===== config.mk =====
export PLATFORM = sky130hd
export DESIGN_NAME = xtea_enc
export DESIGN_NICKNAME = d
export VERILOG_FILES = /design/src/rtl/xtea_enc.sv
export SDC_FILE = /design/constraint.sdc
export NUM_CORES = 2
export LEC_CHECK = 0
export CAP_MARGIN = 10
export CORE_ASPECT_RATIO = 0.5
export CORE_MARGIN = 3
export CORE_UTILIZATION = 45
export DETAILED_ROUTE_END_ITERATION = 7
export PLACE_DENSITY = 0.69
export SKIP_LAST_GASP = 1
export SLEW_MARGIN = 30
export SYNTH_ARGS = -nofsm -noshare
export SYNTH_HDL_FRONTEND = slang
export SYNTH_SLANG_ARGS = --single-unit

===== constraint.sdc =====
create_clock -name clock -period 9.2 [get_ports clock]
set_input_delay 1.84 -clock clock [delete_from_list [all_inputs] [get_ports clock]]
set_output_delay 1.84 -clock clock [all_outputs]
set_load 0.05 [all_outputs]

===== src/rtl/xtea_enc.sv =====
// XTEA encryption engine: two independent 64-bit blocks, 32 rounds, 128-bit key.
// Iterative datapath, three states per round by default.
// Optional build macro: XTEA_ENC_FAST_EN -- one full round per cycle.
`timescale 1ns/1ps

module xtea_enc (
  input  logic         clock,
  input  logic         reset,
  input  logic         start,
  input  logic [127:0] v,
  input  logic [127:0] k,
  output logic         busy,
  output logic         ready,
  output logic [127:0] data_o
);

  localparam int unsigned WORD_W  = 32;
  localparam int unsigned BLOCK_W = 128;
  localparam int unsigned CNT_W   = 5;
  localparam logic [WORD_W-1:0] DELTA      = 32'h9E3779B9;
  localparam logic [CNT_W-1:0]  LAST_ROUND = 5'd31;

`ifdef XTEA_ENC_FAST_EN
  typedef enum logic [1:0] {
    IDLE  = 2'd0,
    ROUND = 2'd1,
    DONE  = 2'd2
  } state_t;
`else
  typedef enum logic [2:0] {
    IDLE      = 3'd0,
    ROUND_Y   = 3'd1,
    ROUND_SUM = 3'd2,
    ROUND_Z   = 3'd3,
    DONE      = 3'd4
  } state_t;
`endif

  state_t state_q, state_d;

  logic [WORD_W-1:0]      y0_q, z0_q, y1_q, z1_q, sum_q;
  logic [WORD_W-1:0]      y0_d, z0_d, y1_d, z1_d, sum_d;
  logic [CNT_W-1:0]       i_q, i_d;
  logic [3:0][WORD_W-1:0] key_q, key_d;
  logic                   busy_d, ready_d;
  logic [BLOCK_W-1:0]     data_d;

  // XTEA Feistel mixing term applied to one half-word
  function automatic logic [WORD_W-1:0] mix(input logic [WORD_W-1:0] x);
    return ((x << 4) ^ (x >> 5)) + x;
  endfunction

  // Shared round arithmetic; the z half sees either the registered or the freshly computed y/sum
  logic [WORD_W-1:0] sum_inc, y0_rnd, y1_rnd, z_sum, z_y0, z_y1, z0_rnd, z1_rnd;

  assign sum_inc = sum_q + DELTA;
  assign y0_rnd  = y0_q + (mix(z0_q) ^ (sum_q + key_q[sum_q[1:0]]));
  assign y1_rnd  = y1_q + (mix(z1_q) ^ (sum_q + key_q[sum_q[1:0]]));
`ifdef XTEA_ENC_FAST_EN
  assign z_sum   = sum_inc;
  assign z_y0    = y0_rnd;
  assign z_y1    = y1_rnd;
`else
  assign z_sum   = sum_q;
  assign z_y0    = y0_q;
  assign z_y1    = y1_q;
`endif
  assign z0_rnd  = z0_q + (mix(z_y0) ^ (z_sum + key_q[z_sum[12:11]]));
  assign z1_rnd  = z1_q + (mix(z_y1) ^ (z_sum + key_q[z_sum[12:11]]));

  // State register
  always_ff @(posedge clock or negedge reset) begin
    if (!reset) state_q <= IDLE;
    else        state_q <= state_d;
  end

  // Next-state logic
  always_comb begin
    state_d = state_q;
    case (state_q)
`ifdef XTEA_ENC_FAST_EN
      IDLE:  if (start) state_d = ROUND;
      ROUND: if (i_q == LAST_ROUND) state_d = DONE;
`else
      IDLE:      if (start) state_d = ROUND_Y;
      ROUND_Y:   state_d = ROUND_SUM;
      ROUND_SUM: state_d = ROUND_Z;
      ROUND_Z:   state_d = (i_q == LAST_ROUND) ? DONE : ROUND_Y;
`endif
      DONE:    state_d = IDLE;
      default: state_d = IDLE;
    endcase
  end

  // Datapath and output next values
  always_comb begin
    y0_d    = y0_q;
    z0_d    = z0_q;
    y1_d    = y1_q;
    z1_d    = z1_q;
    sum_d   = sum_q;
    i_d     = i_q;
    key_d   = key_q;
    data_d  = data_o;
    ready_d = 1'b0;
    busy_d  = (state_d != IDLE);
    case (state_q)
      IDLE: begin
        if (start) begin
          key_d = k;
          y0_d  = v[31:0];
          z0_d  = v[63:32];
          y1_d  = v[95:64];
          z1_d  = v[127:96];
          sum_d = '0;
          i_d   = '0;
        end
      end
`ifdef XTEA_ENC_FAST_EN
      ROUND: begin
        y0_d  = y0_rnd;
        y1_d  = y1_rnd;
        sum_d = sum_inc;
        z0_d  = z0_rnd;
        z1_d  = z1_rnd;
        if (i_q != LAST_ROUND) i_d = i_q + 5'd1;
      end
`else
      ROUND_Y: begin
        y0_d = y0_rnd;
        y1_d = y1_rnd;
      end
      ROUND_SUM: sum_d = sum_inc;
      ROUND_Z: begin
        z0_d = z0_rnd;
        z1_d = z1_rnd;
        if (i_q != LAST_ROUND) i_d = i_q + 5'd1;
      end
`endif
      DONE: begin
        data_d  = {z1_q, y1_q, z0_q, y0_q};
        ready_d = 1'b1;
      end
      default: ;
    endcase
  end

  // Datapath and output registers
  always_ff @(posedge clock or negedge reset) begin
    if (!reset) begin
      y0_q   <= '0;
      z0_q   <= '0;
      y1_q   <= '0;
      z1_q   <= '0;
      sum_q  <= '0;
      i_q    <= '0;
      key_q  <= '0;
      data_o <= '0;
      ready  <= 1'b0;
      busy   <= 1'b0;
    end else begin
      y0_q   <= y0_d;
      z0_q   <= z0_d;
      y1_q   <= y1_d;
      z1_q   <= z1_d;
      sum_q  <= sum_d;
      i_q    <= i_d;
      key_q  <= key_d;
      data_o <= data_d;
      ready  <= ready_d;
      busy   <= busy_d;
    end
  end

endmodule


[After elaboration in Yosys (flattened, before gate mapping)]
Cells that the tools add are included.
Word-level totals
  register bits after elaboration: 426
  output and inout bits: 130
  logic and storage cells: 75
Cells by class
  $add $sub $neg: 12
  magnitude comparators: 2
  eq/ne operators: 8
  multiplexer cells: 21
  bitwise gates (word level): 8
  reductions and logical operators: 10
Operator list (count)
  $add 32x32->32: 10
  $pmux 32 s2: 5
  $mux 32: 7
  $bmux 32 s2: 2
  $xor 32x27->32: 4
  $xor 32x32->32: 4
  $add 32x32->32 const B: 1
  $pmux 3 s4: 1
  $mux 5: 2
  $pmux 5 s2: 1
  $reduce_and 2->1: 4
  $eq 3x2->1 const B: 2
  $lt 2x3->1 const B: 2
  $mux 3: 2
  $reduce_bool 2->1: 3
  $add 5x1->5 const B: 1
  $eq 5x5->1 const B: 1
  $ne 5x5->1 const B: 1
  $ne 2x2->1 const B: 2
  $eq 3x1->1 const B: 1
  $eq 3x3->1 const B: 1
  $logic_not 3->1: 1
  $reduce_and 3->1: 1
  $reduce_bool 3->1: 1
  $mux 1: 1

[Depth between registers and ports, before layout]
  word-level depth: 6
  mapped depth: 26

[Worst setup path after synthesis]
Ideal clock, no wire load.
  kind: reg2reg
  start point: register sum_q[11]
  end point: register z0_q[31]
  arrival: 6.032 ns
  data required time: 9.071 ns
  slack: 3.038 ns
  stages on the path, launching flop included: 26
  period minus slack after synthesis: 6.162 ns
  cell sequence: dfrtp_1 -> buf_1 -> buf_1 -> mux4_2 -> ha_1 -> o21a_1 -> o21ai_0 -> nand2b_1 -> a41o_1 -> a21boi_0 -> o21ai_0 -> a21oi_1 -> xnor2_1 -> xnor2_1 -> ha_1 -> clkbuf_1 -> o211a_1 -> a221o_1 -> a31oi_1 -> o211ai_4 -> a31oi_2 -> o31ai_2 -> a21oi_1 -> xnor3_1 -> xnor2_1 -> o21ai_1
Between the ends
  cells in the longest elaborated chain, start to end: 6
RTL lines
  from (decl): line 41  | logic [WORD_W-1:0] y0_q, z0_q, y1_q, z1_q, sum_q;
  from (signal assigned): line 166  | sum_q <= sum_d;
  $bmux 32 s2: line 68  | assign z0_rnd = z0_q + (mix(z_y0) ^ (z_sum + key_q[z_sum[12:11]]));
  $mux 32 (implied by the code): line 68
  $add 32x32->32 *: line 68
  $xor 32x32->32 *: line 68
  $add 32x32->32 *: line 68
  $pmux 32 s2 *: line 107  | case (state_q)
  to (signal assigned): line 163  | z0_q <= z0_d;
  to (decl): line 41
Mark *: on every way between the ends. The rest lies on a longest branch, timed or not. The select of a mux whose other input is x is not followed.
A chain may end at the register's enable or synchronous reset.

[Worst setup path after layout]
  start point: register sum_q[1]
  end point: register y0_q[31]
Between the ends
  cells in the longest elaborated chain, start to end: 6
RTL lines
  $bmux 32 s2: line 57  | assign y0_rnd = y0_q + (mix(z0_q) ^ (sum_q + key_q[sum_q[1:0]]));
  $mux 32 (implied by the code): line 57
  $add 32x32->32 *: line 57
  $xor 32x32->32 *: line 57
  $add 32x32->32 *: line 57
  $pmux 32 s2 *: line 107
  to (signal assigned): line 162  | y0_q <= y0_d;
  to (decl): line 41
Marked as above.

==> impl_metrics.py <==
metrics = {
    "status": {
        "status": "finished, final reports clean",
    },
    "global_route": {
        "grt_pass1_vias": 30600,
        "grt_start_max_net_pins": 152,
        "grt_use_total_pct": 28.8,
        "grt_pass1_wl_mm": 183,
        "antenna_found_initial": 0,
        "overflow": 0,
    },
    "route": {
        "vias": 31600,
        "drt_pass1_iterations": 6,
        "ant_nets": 0,
        "wl_per_cell_um": 22.9,
        "drt_iter0_markers": 2999,
        "routed_wl_mm": 121,
        "drcViolationCount": 0,
        "viasPerCell": 5.98,
    },
    "worst_setup_path": {
        "crit_top_cell": "a21oi_1",
        "cp-start-kind": "register",
        "path_cells": "mux4_2, ha_1, fa_1, a21o_1, a21oi_1, nand2b_1, a211o_1, nand2_1, a221o_1, nand2_1, a21oi_1, xnor2_1, xnor2_1, ha_1, nand2_1, a21oi_1, o41ai_1, a31oi_1, a311oi_2, o31ai_1, o41a_1, xnor2_1, xor2_1, a21oi_1",
        "crit_fanout": 20,
        "r2r_end": "y0_q[31]",
        "path_class": "register to register",
        "cp_slowest_cell": "dfrtp_1",
        "endpoint_kind": "register",
        "crit_arrival_ns": 7.35,
        "required_ns": 9.66,
        "reg2reg_depth": 24,
        "r2r-start": "sum_q[1]",
        "worstSetupStartpoint": "sum_q[1]",
        "slowest_delay_ns": 0.95,
        "regToRegSetupSlack_ns": 2.31,
    },
    "floorplan": {
        "dieArea_um2": 82500,
        "ios": 389,
        "rows": 72,
        "coreArea_um2": 77700,
        "die_w_um": 403,
        "die_h_um": 205,
        "start_util_pct": 45.7,
    },
    "cts": {
        "clock_path_buffers": 3,
        "numCtsBuffers": 44,
        "cts_setup_buffers": 0,
        "clock_latency_ns": 0.61,
        "hold_buffers": 0,
        "cts_tree": "built",
        "clkTransAtPathRegs_ns": 0.07,
        "cts_resized": 0,
        "clock_sinks": 426,
        "cts_htree_levels": 2,
        "cts-root-buf": "clkbuf_16",
    },
    "placement": {
        "gp_congestion": 0.966,
        "place_ws_ns": 2.46,
        "dp_hpwl_mm": 95.4,
        "io_buffers": 388,
    },
    "min_path": {
        "worstHoldStart": "key_q[48]",
        "hold_depth": 2,
        "hold_path.class": "register to register",
        "hold_end": "key_q[48]",
    },
    "yosys": {
        "postSynthAreaPerCell_um2": 9.14,
        "synth_cell_types": 93,
        "async_flop_share_pct": 100,
        "ys_seq_area_share_pct": 30.0,
        "synth_cells": 3884,
        "synth_area_um2": 35500,
        "yosys.area.top_type_share_pct": 30.0,
        "syn_nets": 4486,
        "synth_seq_cells": 426,
        "ys_top_cells_by_area": "dfrtp_1 (30%), ha_1 (12%), xnor2_1 (6.9%), nand2_1 (6.6%), xor2_1 (5.2%)",
        "ys.flop_type": "dfrtp_1",
        "synth_edf_count": 0,
        "ys_warn_count": 0,
        "yosys.area.top_type": "dfrtp_1",
    },
    "cells_and_area": {
        "final_cell_mix": "nand2_1 (622), dfrtp_1 (424), clkdlybuf4s50_1 (387)",
        "nets": 4814,
        "drive_gt1_share_pct": 8.34,
        "n_fill_cell": 7086,
        "layout_commonest_cell": "nand2_1",
        "area_growth_syn_to_layout_pct": 18.3,
    },
    "timing": {
        "maxSlewViolCount": 0,
        "fin_skew_ns": 0.0244,
        "fin_crit_sh_pct": 74.9,
        "worst_pin_slew_ns": 1.13,
        "rsz0062_at_grt": "false",
        "setup_viol": 0,
        "final.setup.tns_ns": 0,
        "max_freq_mhz": 145,
        "layout_min_cycle_time_ns": 6.89,
        "maxSlewHeadroom_pct": 24.1,
        "finalHoldViolCount": 0,
        "fin_ws_ns": 2.31,
    },
    "flow_run": {
        "drv_cap": 0,
    },
}
-- state kept, by name (all words and copies together), names as in the netlist --
register	count
data_o	128
key_q	128
sum_q	32
y0_q	32
y1_q	32
z0_q	32
z1_q	32
i_q	5
state_q	3
busy	1
ready	1
-- metrics by stage --
step / hold WS [ns] / std cells / area (µm²) / util (%)
floorplan: 0.457 / 3884 / 35500 / -
global placement: 0.477 / 5202 / 40500 / 52.0
detailed placement: 0.489 / 5202 / 40500 / 52.1
CTS: 0.505 / 5279 / 42000 / 54.0
global route: 0.516 / 5279 / 42000 / 54.0
finish: 0.502 / 5280 / 42000 / 54.0
-- cell usage after synthesis (40+ instances only) --
library cell and n:
o21bai_1 41, xor2_1 210, nand3_1 61, mux4_2 64, dfrtp_1 426, nand2_1 624, a21oi_1 252, nand2b_1 56
a31oi_1 57, nor2_1 158, inv_1 76, nor3_1 58, clkbuf_1 110, o21ai_0 202, xnor2_1 278, mux2_2 131
o21a_1 40, ha_1 333, a22oi_1 80, a21o_1 132
-- critical path: cells and delay by family (launching register included) --
| kind | cells | cell delay [ns] |
|---|---|---|
| DFF | 1 | 0.95 |
| muxes | 1 | 0.42 |
| xor gates and xnor gates | 4 | 1.34 |
| and+or+nand+nor | 4 | 0.59 |
| adders and majority gates | 3 | 1.09 |
| AOI/OAI and AO/OA | 12 | 2.34 |
-- cell families (layout without fill, tap and decap cells) --
group | after synthesis | in the layout | share of synthesized area (%)
other cells | 0 | 1 | 0
flops | 426 | 426 | 30.0
buf+inv | 204 | 563 | 2.16
simple gates | 1122 | 1122 | 14.0
mux | 209 | 209 | 8.61
xor+xnor | 496 | 496 | 12.6
compound gates | 1084 | 1084 | 20.3
fa+ha+maj | 343 | 343 | 12.3
-- how the worst max path moves through the flow --
| stage | slack, ns | cells past startpoint | endpoint |
|---|---|---|---|
| 2_1_floorplan | 3.04 | 25 | z0_q[31] |
| 3_3_place_gp | 2.56 | 23 | z0_q[31] |
| 3_5_place_dp | 2.46 | 22 | y0_q[31] |
| 4_1_cts | 2.43 | 22 | y0_q[31] |
| 5_1_grt | 1.80 | 22 | y0_q[31] |
| 6_report | 2.31 | 24 | y0_q[31] |
-- layout make-up --
class	instances	area (µm²)	share of cell area, %
Sequential cell	426	10700	25.4
Timing Repair Buffer	409	4080	9.72
Multi-Input combinational cell	3254	24200	57.6
Tap cell	1036	1300	3.09
Clock buffer	56	1250	2.97
Antenna cell	1	2.50	0.00596
Inverter	77	289	0.688
Clock inverter	21	246	0.587
-- routing by layer --
layer,vias up,part of all wire (%),track usage [%]
met4,0,2.2,6.63
met2,1070,44,44.2
met5,-,0,0
met1,15600,47,43.0
li1,14800,-,-
met3,157,7.1,3.65
Power is left out: the tool's default activity adds up to more than one toggle a clock period on the data nets, which glitch-free logic cannot reach.
